**src/rtl/elevator_pkg.sv**
```systemverilog
// Shared types, floor constants and direction-mask helpers for the elevator scheduler.
package elevator_pkg;

    typedef enum logic [1:0] {
        IDLE,
        MOVE,
        DOOR_OPEN
    } state_t;

    localparam int NUM_FLOORS = 3;

    localparam logic [1:0] DEFAULT_LABEL_F1 = 2'b00;
    localparam logic [1:0] DEFAULT_LABEL_F2 = 2'b01;
    localparam logic [1:0] DEFAULT_LABEL_F3 = 2'b10;

    // Floors strictly above / below a floor index (0 = bottom floor).
    function automatic logic [NUM_FLOORS-1:0] above_mask(input logic [1:0] idx);
        case (idx)
            2'd0:    above_mask = 3'b110;
            2'd1:    above_mask = 3'b100;
            default: above_mask = 3'b000;
        endcase
    endfunction

    function automatic logic [NUM_FLOORS-1:0] below_mask(input logic [1:0] idx);
        case (idx)
            2'd1:    below_mask = 3'b001;
            2'd2:    below_mask = 3'b011;
            default: below_mask = 3'b000;
        endcase
    endfunction

    function automatic logic [NUM_FLOORS-1:0] ahead_mask(input logic [NUM_FLOORS-1:0] pend,
                                                        input logic [1:0] idx,
                                                        input logic up);
        ahead_mask = pend & (up ? above_mask(idx) : below_mask(idx));
    endfunction

    function automatic logic [NUM_FLOORS-1:0] behind_mask(input logic [NUM_FLOORS-1:0] pend,
                                                         input logic [1:0] idx,
                                                         input logic up);
        behind_mask = pend & (up ? below_mask(idx) : above_mask(idx));
    endfunction

endpackage

```
**src/rtl/elevator_scheduler_timer.sv**
```systemverilog
// Loadable down-counter shared by travel and door timing; holds at zero.
module cycle_timer #(
    parameter int WIDTH = 4
) (
    input  logic             clk,
    input  logic             rst_n,
    input  logic             load,
    input  logic [WIDTH-1:0] load_value,
    output logic             zero
);

    logic [WIDTH-1:0] count;

    always_ff @(posedge clk or negedge rst_n) begin
        if (!rst_n) begin
            count <= '0;
        end else if (load) begin
            count <= load_value;
        end else if (count != '0) begin
            count <= count - WIDTH'(1);
        end
    end

    assign zero = (count == '0);

endmodule

```
**src/rtl/elevator_scheduler.sv**
```systemverilog
// SCAN scheduler for a 3-floor cabin: latches calls, sequences travel and door timing.
module elevator_scheduler
    import elevator_pkg::*;
#(
    parameter int         TRAVEL_CYCLES = 16,
    parameter int         DOOR_CYCLES   = 32,
    parameter logic [1:0] LABEL_F1      = DEFAULT_LABEL_F1,
    parameter logic [1:0] LABEL_F2      = DEFAULT_LABEL_F2,
    parameter logic [1:0] LABEL_F3      = DEFAULT_LABEL_F3
) (
    input  logic                  clk,
    input  logic                  rst_n,
    input  logic [NUM_FLOORS-1:0] call_req,
    output logic [1:0]            floor,
    output logic                  move_handler,
    output logic                  dir_up,
    output logic                  door_open,
    output logic [NUM_FLOORS-1:0] pending
);

    localparam int MAX_CYCLES = (TRAVEL_CYCLES > DOOR_CYCLES) ? TRAVEL_CYCLES : DOOR_CYCLES;
    localparam int TIMER_W    = ($clog2(MAX_CYCLES) < 1) ? 1 : $clog2(MAX_CYCLES);
    localparam logic [TIMER_W-1:0] TRAVEL_LOAD = TIMER_W'(TRAVEL_CYCLES - 1);
    localparam logic [TIMER_W-1:0] DOOR_LOAD   = TIMER_W'(DOOR_CYCLES - 1);

    state_t                  state;
    logic [1:0]              floor_idx;
    logic [1:0]              next_idx;
    logic [NUM_FLOORS-1:0]   here_mask;
    logic [NUM_FLOORS-1:0]   next_mask;
    logic [NUM_FLOORS-1:0]   ahead;
    logic [NUM_FLOORS-1:0]   behind;
    logic [NUM_FLOORS-1:0]   clear_mask;
    logic [NUM_FLOORS-1:0]   pending_next;
    logic                    call_here;
    logic                    arrive_hit;
    logic                    stationary;
    logic                    timer_load;
    logic [TIMER_W-1:0]      timer_value;
    logic                    timer_zero;

    assign here_mask  = 3'b001 << floor_idx;
    assign next_idx   = dir_up ? floor_idx + 2'd1 : floor_idx - 2'd1;
    assign next_mask  = 3'b001 << next_idx;
    assign call_here  = |(call_req & here_mask);
    assign arrive_hit = |(pending & next_mask);
    assign stationary = (state == IDLE) || (state == DOOR_OPEN);
    assign ahead      = ahead_mask(pending, floor_idx, dir_up);
    assign behind     = behind_mask(pending, floor_idx, dir_up);

    // A call at the floor where the cabin is standing is served by the door, never latched.
    always_comb begin
        clear_mask = '0;
        if (state == MOVE && timer_zero && arrive_hit) begin
            clear_mask = next_mask;
        end
        pending_next = (pending | (call_req & ~(stationary ? here_mask : 3'b000))) & ~clear_mask;
    end

    always_comb begin
        timer_load  = 1'b0;
        timer_value = TRAVEL_LOAD;
        case (state)
            IDLE: begin
                if (call_here) begin
                    timer_load  = 1'b1;
                    timer_value = DOOR_LOAD;
                end else if (|pending) begin
                    timer_load = 1'b1;
                end
            end
            MOVE: begin
                if (timer_zero) begin
                    timer_load = 1'b1;
                    if (arrive_hit) begin
                        timer_value = DOOR_LOAD;
                    end
                end
            end
            DOOR_OPEN: begin
                if (call_here) begin
                    timer_load  = 1'b1;
                    timer_value = DOOR_LOAD;
                end else if (timer_zero && (|ahead || |behind)) begin
                    timer_load = 1'b1;
                end
            end
            default: begin
                timer_load = 1'b0;
            end
        endcase
    end

    cycle_timer #(
        .WIDTH(TIMER_W)
    ) u_timer (
        .clk       (clk),
        .rst_n     (rst_n),
        .load      (timer_load),
        .load_value(timer_value),
        .zero      (timer_zero)
    );

    always_ff @(posedge clk or negedge rst_n) begin
        if (!rst_n) begin
            state        <= IDLE;
            floor_idx    <= 2'd0;
            dir_up       <= 1'b1;
            pending      <= '0;
            move_handler <= 1'b0;
            door_open    <= 1'b0;
        end else begin
            pending <= pending_next;
            case (state)
                IDLE: begin
                    if (call_here) begin
                        state     <= DOOR_OPEN;
                        door_open <= 1'b1;
                    end else if (|pending) begin
                        state        <= MOVE;
                        move_handler <= 1'b1;
                        if (ahead == '0) begin
                            dir_up <= ~dir_up;
                        end
                    end
                end
                MOVE: begin
                    if (timer_zero) begin
                        floor_idx <= next_idx;
                        if (arrive_hit) begin
                            state        <= DOOR_OPEN;
                            move_handler <= 1'b0;
                            door_open    <= 1'b1;
                        end
                    end
                end
                DOOR_OPEN: begin
                    // A held call keeps the door open; otherwise SCAN decides on expiry.
                    if (!call_here && timer_zero) begin
                        door_open <= 1'b0;
                        if (|ahead) begin
                            state        <= MOVE;
                            move_handler <= 1'b1;
                        end else if (|behind) begin
                            state        <= MOVE;
                            move_handler <= 1'b1;
                            dir_up       <= ~dir_up;
                        end else begin
                            state <= IDLE;
                        end
                    end
                end
                default: begin
                    state        <= IDLE;
                    move_handler <= 1'b0;
                    door_open    <= 1'b0;
                end
            endcase
        end
    end

    always_comb begin
        case (floor_idx)
            2'd0:    floor = LABEL_F1;
            2'd1:    floor = LABEL_F2;
            default: floor = LABEL_F3;
        endcase
    end

endmodule

```
**config.mk**
```make
export PLATFORM = sky130hd
export DESIGN_NAME = elevator_scheduler
export DESIGN_NICKNAME = d
export VERILOG_FILES = /design/src/rtl/elevator_pkg.sv /design/src/rtl/elevator_scheduler_timer.sv /design/src/rtl/elevator_scheduler.sv
export SDC_FILE = /design/constraint.sdc
export NUM_CORES = 1
export LEC_CHECK = 0
export CORE_ASPECT_RATIO = 0.75
export CORE_UTILIZATION = 50
export DETAILED_ROUTE_END_ITERATION = 8
export GPL_ROUTABILITY_DRIVEN = 0
export PLACE_DENSITY = 0.73
export SLEW_MARGIN = 5
export SYNTH_ARGS = -nofsm -noshare
export SYNTH_HDL_FRONTEND = slang
export SYNTH_SLANG_ARGS = --single-unit
```
**constraint.sdc**
```tcl
create_clock -name clk -period 6.9 [get_ports clk]
set_input_delay 1.035 -clock clk [delete_from_list [all_inputs] [get_ports clk]]
set_output_delay 1.035 -clock clk [all_outputs]
set_load 0.1 [all_outputs]
```
==> summary.txt <==
Global routing
  • Initial antenna violation count: 0
  • Grt total ovfl: 0
  • Tot GR Track Use: 0.249
  • Vias in the first global route: between 700 and 800
  • Global-route wire length before repair: 3670 um
  • Largest net degree at the start of global routing: 16

Clock network
  • Post_cts resized: 0
  • TritonCTS clock tree: done
  • CTS Sinks: 15
  • Post-CTS setup buffers: 0
  • CTS Buf Count: 3
  • Clock Tree Buf Depth: 2
  • H-tree Lvls: 1
  • Hold Buf Count CTS: 0
  • Clock transition at path regs: 0.08 ns
  • Clock root buffer: clkbuf_4
  • Clk_lat worst skew: roughly 0.28 ns

Outcome
  • Status: completed

Synthesis
  • Syn nets: approximately 120
  • Yosys top cell area share: 0.352
  • Synthesized area: slightly below 1000 um2
  • Post-synthesis sequential area ratio: 0.379
  • Post-synth ARST share: 1.00
  • Avg Inst Size Synth: around 9.1 um2
  • Synth Warn #: 0
  • Ys flop type: dfrtp_1
  • Synth top area cells: dfrtp_1, ha_1, o21ai_0
  • Most instantiated cells after synthesis: dfrtp_1, inv_1, nand2_1, o21ai_0
  • Syn Inst Count: between 100 and 150
  • Synth unique cells: 33
  • Leading cell type by number of instances after synthesis: dfrtp_1
  • Synth Register Bits: 15
  • Synth area leader: dfrtp_1
  • Number of flops mapped to enable cells by yosys: 0

Die
  • Die height: approximately 41 um
  • Initial core utilization: 0.551
  • Core ar.: roughly 1800 um2
  • Total Die Area: roughly 2200 um2
  • Die span in x: around 54 um
  • Io pins: 13
  • Core Rows: 13

Timing
  • Setup TNS: 0 ns
  • Max Fclk: a little under 300 MHz
  • Slew Limit Fails: 0
  • Worst clock skew: 0.00752 ns
  • Slew headroom: 0.322
  • Final setup violation count: 0
  • Fin. Hold Viols: 0
  • Minimum clock period: about 3.4 ns
  • Final Cycle Share: 0.498
  • Least-Margin Pin Slew: between 1 and 1.5 ns
  • RSZ-0062 raised after global routing: no
  • Worst setup margin: 3.47 ns

Setup path
  • CP peak stage delay: roughly 1.1 ns
  • Crit-path leading delay family: buffers and inverters
  • Startpoint types: flop
  • Worst path required time: approximately 6 ns
  • Levels on crit path: 4
  • Crit path to: floor[1]
  • Worst reg2reg path depth: 6
  • Worst Path Max Fanout: 6
  • Worst-path cell chain: inv_1 -> ha_1 -> nor2_1 -> clkdlybuf4s50_1
  • Worst r2r src: floor_idx[0]
  • Reg2Reg Setup Slack: slightly above 4 ns
  • Crit path DAT: approximately 2.4 ns
  • Crit path buf inv count: 2
  • Critical setup path kind: reg -> out
  • CP endpoint kind: output pin
  • Slowest CP cell: clkdlybuf4s50_1
  • Reg-to-Reg End: dir_up
  • CP Launch Point: floor_idx[0]

Run
  • Max-Cap Viols: 0

Layout
  • Layout cell share with drive strength beyond 1: 0.0645
  • Area taken by multi-input logic gates: 569 um2
  • Reg area: 377 um2
  • Number of diodes: 0
  • Final #Nets: around 140
  • Filler cells: 150
  • Area grow syn2layout: 17.1%

Route
  • Detailed-route DRC error count: 0
  • Via count: around 860
  • Routed vias/inst: roughly 5.9
  • DR WL/cell: 15.0 um
  • 1st-iter DRT viols: 30
  • Antenna Nets Post-Route: 0
  • Drt pass-1 iters: 4
  • Post-Route WL: about 2200 um

Placed design
  • HPWL after DPL: between 1500 and 2000 um
  • Worst slack at placement: approximately 3.6 ns
  • Port Buf Inserts: 12

Power
  • Pleak: just under 0.5 nW
  • Pwr Density: ~330 nW/um2
  • Max IR drop VDD: a little over 0.0003 V
  • Total power: slightly below 400 uW

Hold path
  • HP Class: reg -> reg
-- through the flow --
stage / instance area, um2 / util / hold WS, ns / cells
2_1_floorplan: 995 / - / 0.474 / 109
4_1_cts: 1160 / 0.645 / 0.527 / 146
5_1_grt: 1160 / 0.645 / 0.564 / 146
6_report: 1160 / 0.645 / 0.532 / 146
3_5_place_dp: 1140 / 0.631 / 0.508 / 142
3_3_place_gp: 1140 / 0.631 / 0.496 / 142
-- how the worst min path moves through the flow --
stage / startpoint / end / slack [ns] / cells after the start
6_report: floor_idx[1] / floor_idx[1] / 0.53 / 2
3_5_place_dp: floor_idx[1] / floor_idx[1] / 0.51 / 2
3_3_place_gp: floor_idx[1] / floor_idx[1] / 0.50 / 2
5_1_grt: floor_idx[1] / floor_idx[1] / 0.56 / 2
4_1_cts: floor_idx[1] / floor_idx[1] / 0.53 / 2
2_1_floorplan: floor_idx[1] / floor_idx[1] / 0.47 / 2
-- layer usage --
layer	vias up	track usage	part of all wire	wire length, um
met1	400	0.382	0.51	1120
met2	31	0.347	0.43	933
met3	2	0.0667	0.058	128
met4	0	0.0395	0.0046	10
met5	-	0	0	0
li1	429	-	-	-
-- layout by cell type (no fill, tap or decap), types with 2 or more instances in the layout --
| master | n |
|---|---|
| dfrtp_1 | 14 |
| inv_1 | 12 |
| clkdlybuf4s50_1 | 12 |
| nand2_1 | 10 |
| o21ai_0 | 10 |
| a21oi_1 | 9 |
| ha_1 | 9 |
| nor2_1 | 5 |
| o211ai_1 | 4 |
| nor3_1 | 3 |
| mux2i_1 | 3 |
| xnor2_1 | 3 |
| nand3_1 | 3 |
| clkbuf_4 | 3 |
| nand2b_1 | 2 |
| or3_1 | 2 |
| o221ai_1 | 2 |
-- registers in the layout, summed over array words and instances, names as in the netlist --
register and flops:
pending 3, u_timer.count 5, state 2, door_open 1, dir_up 1, floor_idx 2, move_handler 1
-- area by class of cell --
type / count / area share
timing repair buffer: 12 / 0.103
inverter: 12 / 0.0387
sequential: 15 / 0.323
multi-input combinational: 81 / 0.489
clock buffer: 4 / 0.0226
tap: 22 / 0.0236
-- tightest hold or removal path, delay by kind of cell, from the launching register on --
family | cells | cell delay (ns)
AOI/OAI and AO/OA | 1 | 0.07
DFF | 1 | 0.37
and+or+nand+nor | 1 | 0.05
-- where the power goes --
part / internal, mW / switching, mW
Clock: 0.0225 / 0.0277
Combinational: 0.0673 / 0.127
Sequential: 0.113 / 0.0318
-- kinds of logic (layout without fill, tap and decap cells) --
group	after synthesis	count (layout)	share of synthesized area
flops	15	15	0.379
mux	4	4	0.0415
fa+ha+maj	9	9	0.113
simple gates	31	31	0.166
compound gates	34	34	0.225
xor+xnor	3	3	0.0264
buf+inv	13	28	0.0490
(Power assumes the default switching activity.)
